--- src/rtl/fifo_uart_tx.sv ---
// fifo_uart_tx
// Drains a synchronous FIFO and transmits each word as an asynchronous serial
// frame: start bit, DATA_WIDTH data bits LSB-first, optional parity bit, then
// STOP_BITS stop bits. Each bit lasts CLKS_PER_BIT clocks.
//
// Ports:
//   clk         rising-edge clock for all logic
//   rst_n       synchronous active-low reset
//   enable      allows fetching a new word; a frame in flight always completes
//   fifo_empty  FIFO empty flag
//   fifo_data   FIFO registered data_out, valid the cycle after fifo_rd_en
//   fifo_rd_en  one-cycle pop request, only ever asserted in IDLE
//   tx          registered serial line, idles high
//   busy        registered, high in every state except IDLE
//   frame_done  registered, one-cycle pulse on the last cycle of the final stop bit
//
// state  | meaning
// -------+--------------------------------------------------------------
// IDLE   | line high; pop a word when enabled and the FIFO is non-empty
// FETCH  | capture fifo_data into the shift register, compute parity
// START  | start bit (tx=0) for one bit time
// DATA   | DATA_WIDTH data bits, LSB first
// PARITY | parity bit (only reachable when PARITY_EN=1)
// STOP   | STOP_BITS bit times of tx=1, then back to IDLE

module fifo_uart_tx #(
    parameter int DATA_WIDTH   = 8,
    parameter int CLKS_PER_BIT = 16,
    parameter int PARITY_EN    = 0,
    parameter int PARITY_ODD   = 0,
    parameter int STOP_BITS    = 1
) (
    input  logic                  clk,
    input  logic                  rst_n,
    input  logic                  enable,
    input  logic                  fifo_empty,
    input  logic [DATA_WIDTH-1:0] fifo_data,
    output logic                  fifo_rd_en,
    output logic                  tx,
    output logic                  busy,
    output logic                  frame_done
);

    localparam int BAUD_W = (CLKS_PER_BIT > 2) ? $clog2(CLKS_PER_BIT) : 1;
    localparam int BIT_W  = $clog2(DATA_WIDTH) + 1;

    localparam logic [BAUD_W-1:0] BAUD_LAST = BAUD_W'(CLKS_PER_BIT - 1);
    localparam logic [BAUD_W-1:0] BAUD_PRE  = BAUD_W'(CLKS_PER_BIT - 2);
    localparam logic [BIT_W-1:0]  DATA_LAST = BIT_W'(DATA_WIDTH - 1);
    localparam logic [BIT_W-1:0]  STOP_LAST = BIT_W'(STOP_BITS - 1);

    typedef enum logic [2:0] {
        S_IDLE,
        S_FETCH,
        S_START,
        S_DATA,
        S_PARITY,
        S_STOP
    } state_t;

    state_t                state_q, state_d;
    logic [BAUD_W-1:0]     baud_q, baud_d;
    logic [BIT_W-1:0]      bit_q, bit_d;
    logic [DATA_WIDTH-1:0] shift_q, shift_d;
    logic                  parity_q, parity_d;
    logic                  tx_q, tx_d;
    logic                  busy_q, busy_d;
    logic                  frame_done_q, frame_done_d;
    logic                  baud_tc;

    always_comb begin
        state_d    = state_q;
        baud_d     = '0;
        bit_d      = bit_q;
        shift_d    = shift_q;
        parity_d   = parity_q;
        baud_tc    = (baud_q == BAUD_LAST);
        fifo_rd_en = (state_q == S_IDLE) && enable && !fifo_empty;

        case (state_q)
            S_IDLE: begin
                bit_d = '0;
                if (fifo_rd_en) state_d = S_FETCH;
            end
            S_FETCH: begin
                shift_d  = fifo_data;
                parity_d = (^fifo_data) ^ (PARITY_ODD != 0);
                state_d  = S_START;
            end
            S_START: begin
                if (baud_tc) begin
                    state_d = S_DATA;
                    bit_d   = '0;
                end
            end
            S_DATA: begin
                if (baud_tc) begin
                    if (bit_q == DATA_LAST) begin
                        state_d = (PARITY_EN != 0) ? S_PARITY : S_STOP;
                        bit_d   = '0;
                    end else begin
                        bit_d   = bit_q + BIT_W'(1);
                        shift_d = shift_q >> 1;
                    end
                end
            end
            S_PARITY: begin
                if (baud_tc) begin
                    state_d = S_STOP;
                    bit_d   = '0;
                end
            end
            S_STOP: begin
                // bit_q counts stop bits here so 2-stop frames need no extra counter
                if (baud_tc) begin
                    if (bit_q == STOP_LAST) begin
                        state_d = S_IDLE;
                        bit_d   = '0;
                    end else begin
                        bit_d = bit_q + BIT_W'(1);
                    end
                end
            end
            default: state_d = S_IDLE;
        endcase

        // Baud counter only runs in the timed states; a terminal count always
        // coincides with a bit boundary or state change, so it clears there.
        if (state_q == S_START || state_q == S_DATA ||
            state_q == S_PARITY || state_q == S_STOP) begin
            baud_d = baud_tc ? '0 : baud_q + BAUD_W'(1);
        end

        // tx is registered from the next state so it changes on the same edge
        // as the state it belongs to.
        case (state_d)
            S_START:  tx_d = 1'b0;
            S_DATA:   tx_d = shift_d[0];
            S_PARITY: tx_d = parity_d;
            default:  tx_d = 1'b1;
        endcase

        busy_d = (state_d != S_IDLE);

        // Fires one cycle early so the registered pulse lands on the last
        // cycle of the final stop bit (CLKS_PER_BIT >= 2 keeps this in STOP).
        frame_done_d = (state_q == S_STOP) && (baud_q == BAUD_PRE) &&
                       (bit_q == STOP_LAST);
    end

    always_ff @(posedge clk) begin
        if (!rst_n) begin
            state_q      <= S_IDLE;
            baud_q       <= '0;
            bit_q        <= '0;
            shift_q      <= '0;
            parity_q     <= 1'b0;
            tx_q         <= 1'b1;
            busy_q       <= 1'b0;
            frame_done_q <= 1'b0;
        end else begin
            state_q      <= state_d;
            baud_q       <= baud_d;
            bit_q        <= bit_d;
            shift_q      <= shift_d;
            parity_q     <= parity_d;
            tx_q         <= tx_d;
            busy_q       <= busy_d;
            frame_done_q <= frame_done_d;
        end
    end

    assign tx         = tx_q;
    assign busy       = busy_q;
    assign frame_done = frame_done_q;

endmodule

--- config.mk ---
export PLATFORM = sky130hd
export DESIGN_NAME = fifo_uart_tx
export DESIGN_NICKNAME = d
export VERILOG_FILES = /design/src/rtl/fifo_uart_tx.sv
export SDC_FILE = /design/constraint.sdc
export NUM_CORES = 1
export LEC_CHECK = 0
export ABC_AREA = 0
export CORE_ASPECT_RATIO = 1.1
export CORE_MARGIN = 2
export CORE_UTILIZATION = 54
export CTS_CLUSTER_SIZE = 8
export DETAILED_ROUTE_END_ITERATION = 7
export PLACE_DENSITY = 0.87
export REMOVE_ABC_BUFFERS = 1
export SYNTH_ARGS = -nofsm -noshare
export SYNTH_HDL_FRONTEND = slang
export SYNTH_SLANG_ARGS = --single-unit
export TNS_END_PERCENT = 10
--- constraint.sdc ---
create_clock -name clk -period 2 [get_ports clk]
set_clock_uncertainty 0.15 [all_clocks]
set_input_delay 0.2 -clock clk [delete_from_list [all_inputs] [get_ports clk]]
set_output_delay 0.2 -clock clk [all_outputs]
set_load 0.005 [all_outputs]
==> implementation parameters, run 1 <==
Parameter                              Value

Outcome
  Outcome    completed

Synth
  Post-synthesis area per instance    8.733 µm²
  Seq/Total Area, Yosys    35.62%
  Yosys reg bits    23
  Yosys warning total    0
  Post-synth EDFFs    0
  Most instantiated flip-flop cell in the synthesis netlist    sky130_fd_sc_hd__dfxtp_1
  Number of distinct standard cells referenced by the synthesized netlist    43
  Proportion of register bits with asynchronous set or reset after synthesis    0%
  Mapped Area    between 1000 and 1500 µm²
  Synthesized instance count    148

Floorplan
  Area of the die    2801 µm²
  Core area    2252 µm²
  Site Rows    18
  Starting density of the core    between 50 and 60%
  Width of the die    between 50 and 60 µm
  DIE HEIGHT    55.31 µm
  I/O pin total    16

Placed design
  Placed wire-length estimate    approximately 2.2 mm
  IO Port Bufs    15
  Total cell area at the placement stage    1484 µm²
  Minimum setup slack after placement    0.1869 ns
  Placer Congestion    0.8667

Worst setup path
  Data arrival time at the worst-slack endpoint    1.92 ns
  Cell with the biggest individual delay on the critical path    sky130_fd_sc_hd__a311oi_1
  Critical path, cell by cell    inv_1 -> ha_1 -> nor3b_4 -> o21ai_0 -> a311oi_1 -> o32ai_1
  Worst path max stage delay    0.37 ns
  Worst setup EP type    flop
  Startpoint Class    flop
  Largest delay share family, worst path    compound AO/OA/AOI/OAI gates
  Critical path buffers and inverters    1
  Worst EP required    2.05 ns
  Worst-path maximum fanout    6
  Critical Setup Path Class    reg -> reg

Timing
  Time the final worst path needs with I/O delays and setup    1.863 ns
  Final cycle utilization of the critical path    just over 90%
  Finish-stage setup viols    0
  Peak Freq    0.5368 GHz
  Actual slew at the worst max-slew pin    approximately 0.43 ns
  Min setup slack post-route    ~0.14 ns
  Smallest hold slack    0.3155 ns
  Slew Limit Fails    0
  Relative slew slack    a little under three quarters
  Number of hold violations in the final report    0

Finish
  Register Area    467.9 µm²
  Area occupied by multi-input gates    782.0 µm²
  P&R area growth vs syn    19.65%
  Post-layout net count    about 190
  Fraction of layout cells with a size suffix above 1    13.69%
  Diodes inserted    0
  Layout Utilization    68.67%
  Design area    1546 µm²
  Layout filler cell count    193

Detailed routing
  Total via count after detailed routing    roughly 1.2k
  Number of design rule violations left after detail routing    0
  Average wire per cell in the routed design    approximately 15 µm
  Post-detailed-routing wire length    2.950 mm
  Initial detailed-routing violation count    36
  Count of TritonRoute iterations in the first routing pass    4
  Routed via count divided by cell count    ~6.2
  Post-detailed-route count of antenna-violating nets    0

Global routing
  Grt total ovfl    0
  Pin count of the biggest net entering global routing    14
  Global-route wire length before repair    5.037 mm
  Vias in the first global route    1,139
  Initial antenna violation count    0
  Total global routing track utilization    22.85%

Clock tree
  Clock slew at the register clock pins of the worst setup and hold paths    about 0.13 ns
  Buffer cell driving the clock tree root    sky130_fd_sc_hd__clkbuf_4
  CTS Sinks    23
  TritonCTS Buffers    3
  Clock tree from TritonCTS    yes
  Clock latency on the worst-skew pair    approximately 0.32 ns
  H-tree depth    1
  Number of buffers on the longest clock path    2

Power
  Standby leakage power    0.5493 nW
  P per Cell Area    545.4 nW/µm²
  VDD IR-drop max    0.0004782 V

Worst hold path
  Class of the most critical hold timing path    reg -> reg

Run
  MaxCap Viol Count    0
-- kinds of logic (layout without fill, tap and decap cells) --
group / count (synthesis) / in the layout / synth area share (%)
DFF: 23 / 23 / 35.62
adders and majority gates: 4 / 4 / 3.872
and+or+nand+nor: 56 / 56 / 24.10
xor gates and xnor gates: 9 / 9 / 6.099
AOI/OAI and AO/OA: 42 / 42 / 25.36
buffers and inverters: 14 / 34 / 4.936
-- report_power, final --
group | internal [W] | switching, W | total, W | leakage, nW
logic | 0.0000753 | 0.0000716 | 0.000147 | 0.344
registers | 0.000470 | 0.00000728 | 0.000477 | 0.188
clock network | 0.0000749 | 0.000144 | 0.000219 | 0.0177
total | 0.000620 | 0.000223 | 0.000844 | 0.549
-- cell usage after synthesis (2+ instances only) --
master	count	area, µm²
sky130_fd_sc_hd__nand4_1	4	25.02
sky130_fd_sc_hd__o2111ai_1	4	35.03
sky130_fd_sc_hd__a31oi_1	3	18.77
sky130_fd_sc_hd__and2_1	2	12.51
sky130_fd_sc_hd__a211oi_1	3	22.52
sky130_fd_sc_hd__a21oi_1	10	50.05
sky130_fd_sc_hd__nor3b_2	2	25.02
sky130_fd_sc_hd__xnor2_1	8	70.07
sky130_fd_sc_hd__nor2_1	17	63.81
sky130_fd_sc_hd__o22ai_1	2	12.51
sky130_fd_sc_hd__ha_1	4	50.05
sky130_fd_sc_hd__o21ai_0	4	20.02
sky130_fd_sc_hd__dfxtp_1	23	460.4
sky130_fd_sc_hd__buf_4	2	15.01
sky130_fd_sc_hd__nand2_1	8	30.03
sky130_fd_sc_hd__nor3_1	3	15.01
sky130_fd_sc_hd__nand4b_1	2	17.52
sky130_fd_sc_hd__a22oi_1	6	45.04
sky130_fd_sc_hd__inv_1	8	30.03
sky130_fd_sc_hd__buf_2	3	15.01
sky130_fd_sc_hd__nand2b_1	4	25.02
sky130_fd_sc_hd__nand3_1	5	25.02
-- timing repair --
action / in CTS / in global routing
gates resized for setup: 5 / 3
hold buffers: 0 / 0
buffers inserted: 2 / 0
cloned: 0 / 0
setup endpoints to repair: 1 / 3
-- cell type report --
| class | count | share of cell area [%] |
|---|---|---|
| clock buffers | 3 | 1.456 |
| multi-input cells | 111 | 50.57 |
| inverters | 8 | 1.942 |
| clock inverters | 1 | 0.3236 |
| flip-flops and latches | 23 | 30.26 |
| well taps | 30 | 2.427 |
| repair buffers | 22 | 13.03 |
-- worst min-delay path, stage by stage, from the launching register on --
cell and delay, ns:
sky130_fd_sc_hd__dfxtp_1 0.33, sky130_fd_sc_hd__nand2_1 0.05, sky130_fd_sc_hd__a21oi_1 0.05
-- routing by layer --
metal	track usage, %	share of wire (%)
met5	0	0
met4	10.81	2.3
met3	2.703	7.2
met2	38.35	49
met1	28.72	41
-- stage by stage --
step / std cells / setup TNS (ns) / total power [W]
floorplan: 142 / 0 / 0.0005703
global placement: 192 / 0 / 0.0006287
detailed placement: 192 / 0 / 0.0006336
CTS: 198 / 0 / 0.0008426
global route: 198 / -0.0005251 / 0.0008793
finish: 198 / 0 / 0.0008435
-- registers in the layout (all words and copies together) (netlist names) --
register / cells
baud_q: 4
tx: 1
busy: 1
bit_q: 4
frame_done: 1
parity_q: 1
state_q: 3
shift_q: 8
-- cell usage in the layout, fill, tap and decap left out, types with 2 or more instances in the layout --
master and count:
sky130_fd_sc_hd__clkbuf_4 3, sky130_fd_sc_hd__a211oi_1 3, sky130_fd_sc_hd__clkdlybuf4s50_1 14, sky130_fd_sc_hd__o22ai_1 2, sky130_fd_sc_hd__nand2b_1 4, sky130_fd_sc_hd__nand4_1 4
sky130_fd_sc_hd__nor3_2 2, sky130_fd_sc_hd__nand4b_1 2, sky130_fd_sc_hd__a22oi_1 6, sky130_fd_sc_hd__nor3_1 2, sky130_fd_sc_hd__dfxtp_4 2, sky130_fd_sc_hd__a21oi_1 10
sky130_fd_sc_hd__nor2_1 17, sky130_fd_sc_hd__o2111ai_1 4, sky130_fd_sc_hd__and2_1 2, sky130_fd_sc_hd__buf_4 7, sky130_fd_sc_hd__ha_1 3, sky130_fd_sc_hd__inv_1 8
sky130_fd_sc_hd__nand3_1 5, sky130_fd_sc_hd__dfxtp_1 21, sky130_fd_sc_hd__xnor2_1 8, sky130_fd_sc_hd__a31oi_1 3, sky130_fd_sc_hd__nand2_1 8, sky130_fd_sc_hd__o21ai_0 4
-- worst paths after layout --
path	cells after the start	end	from	slack, ns
worst max-delay path	6	bit_q[2]	bit_q[0]	0.14
worst min-delay path	2	shift_q[6]	shift_q[6]	0.32
worst max register to register	6	bit_q[2]	bit_q[0]	0.14
worst min register to register	2	shift_q[6]	shift_q[6]	0.32
Power figures use the tool's default switching activity.
==> run 2, diff against run 1 <==
- ABC_AREA: 0 -> default
- CAP_MARGIN: default -> 10
==> results of run 2 <==
Same layout as run 1: the final DEF is identical, and so are final timing and power.
==> run 3, diff against run 2 <==
- CTS_CLUSTER_DIAMETER: default -> 30
==> results of run 3 <==
Same layout as run 1: the final DEF is identical, and so are final timing and power.
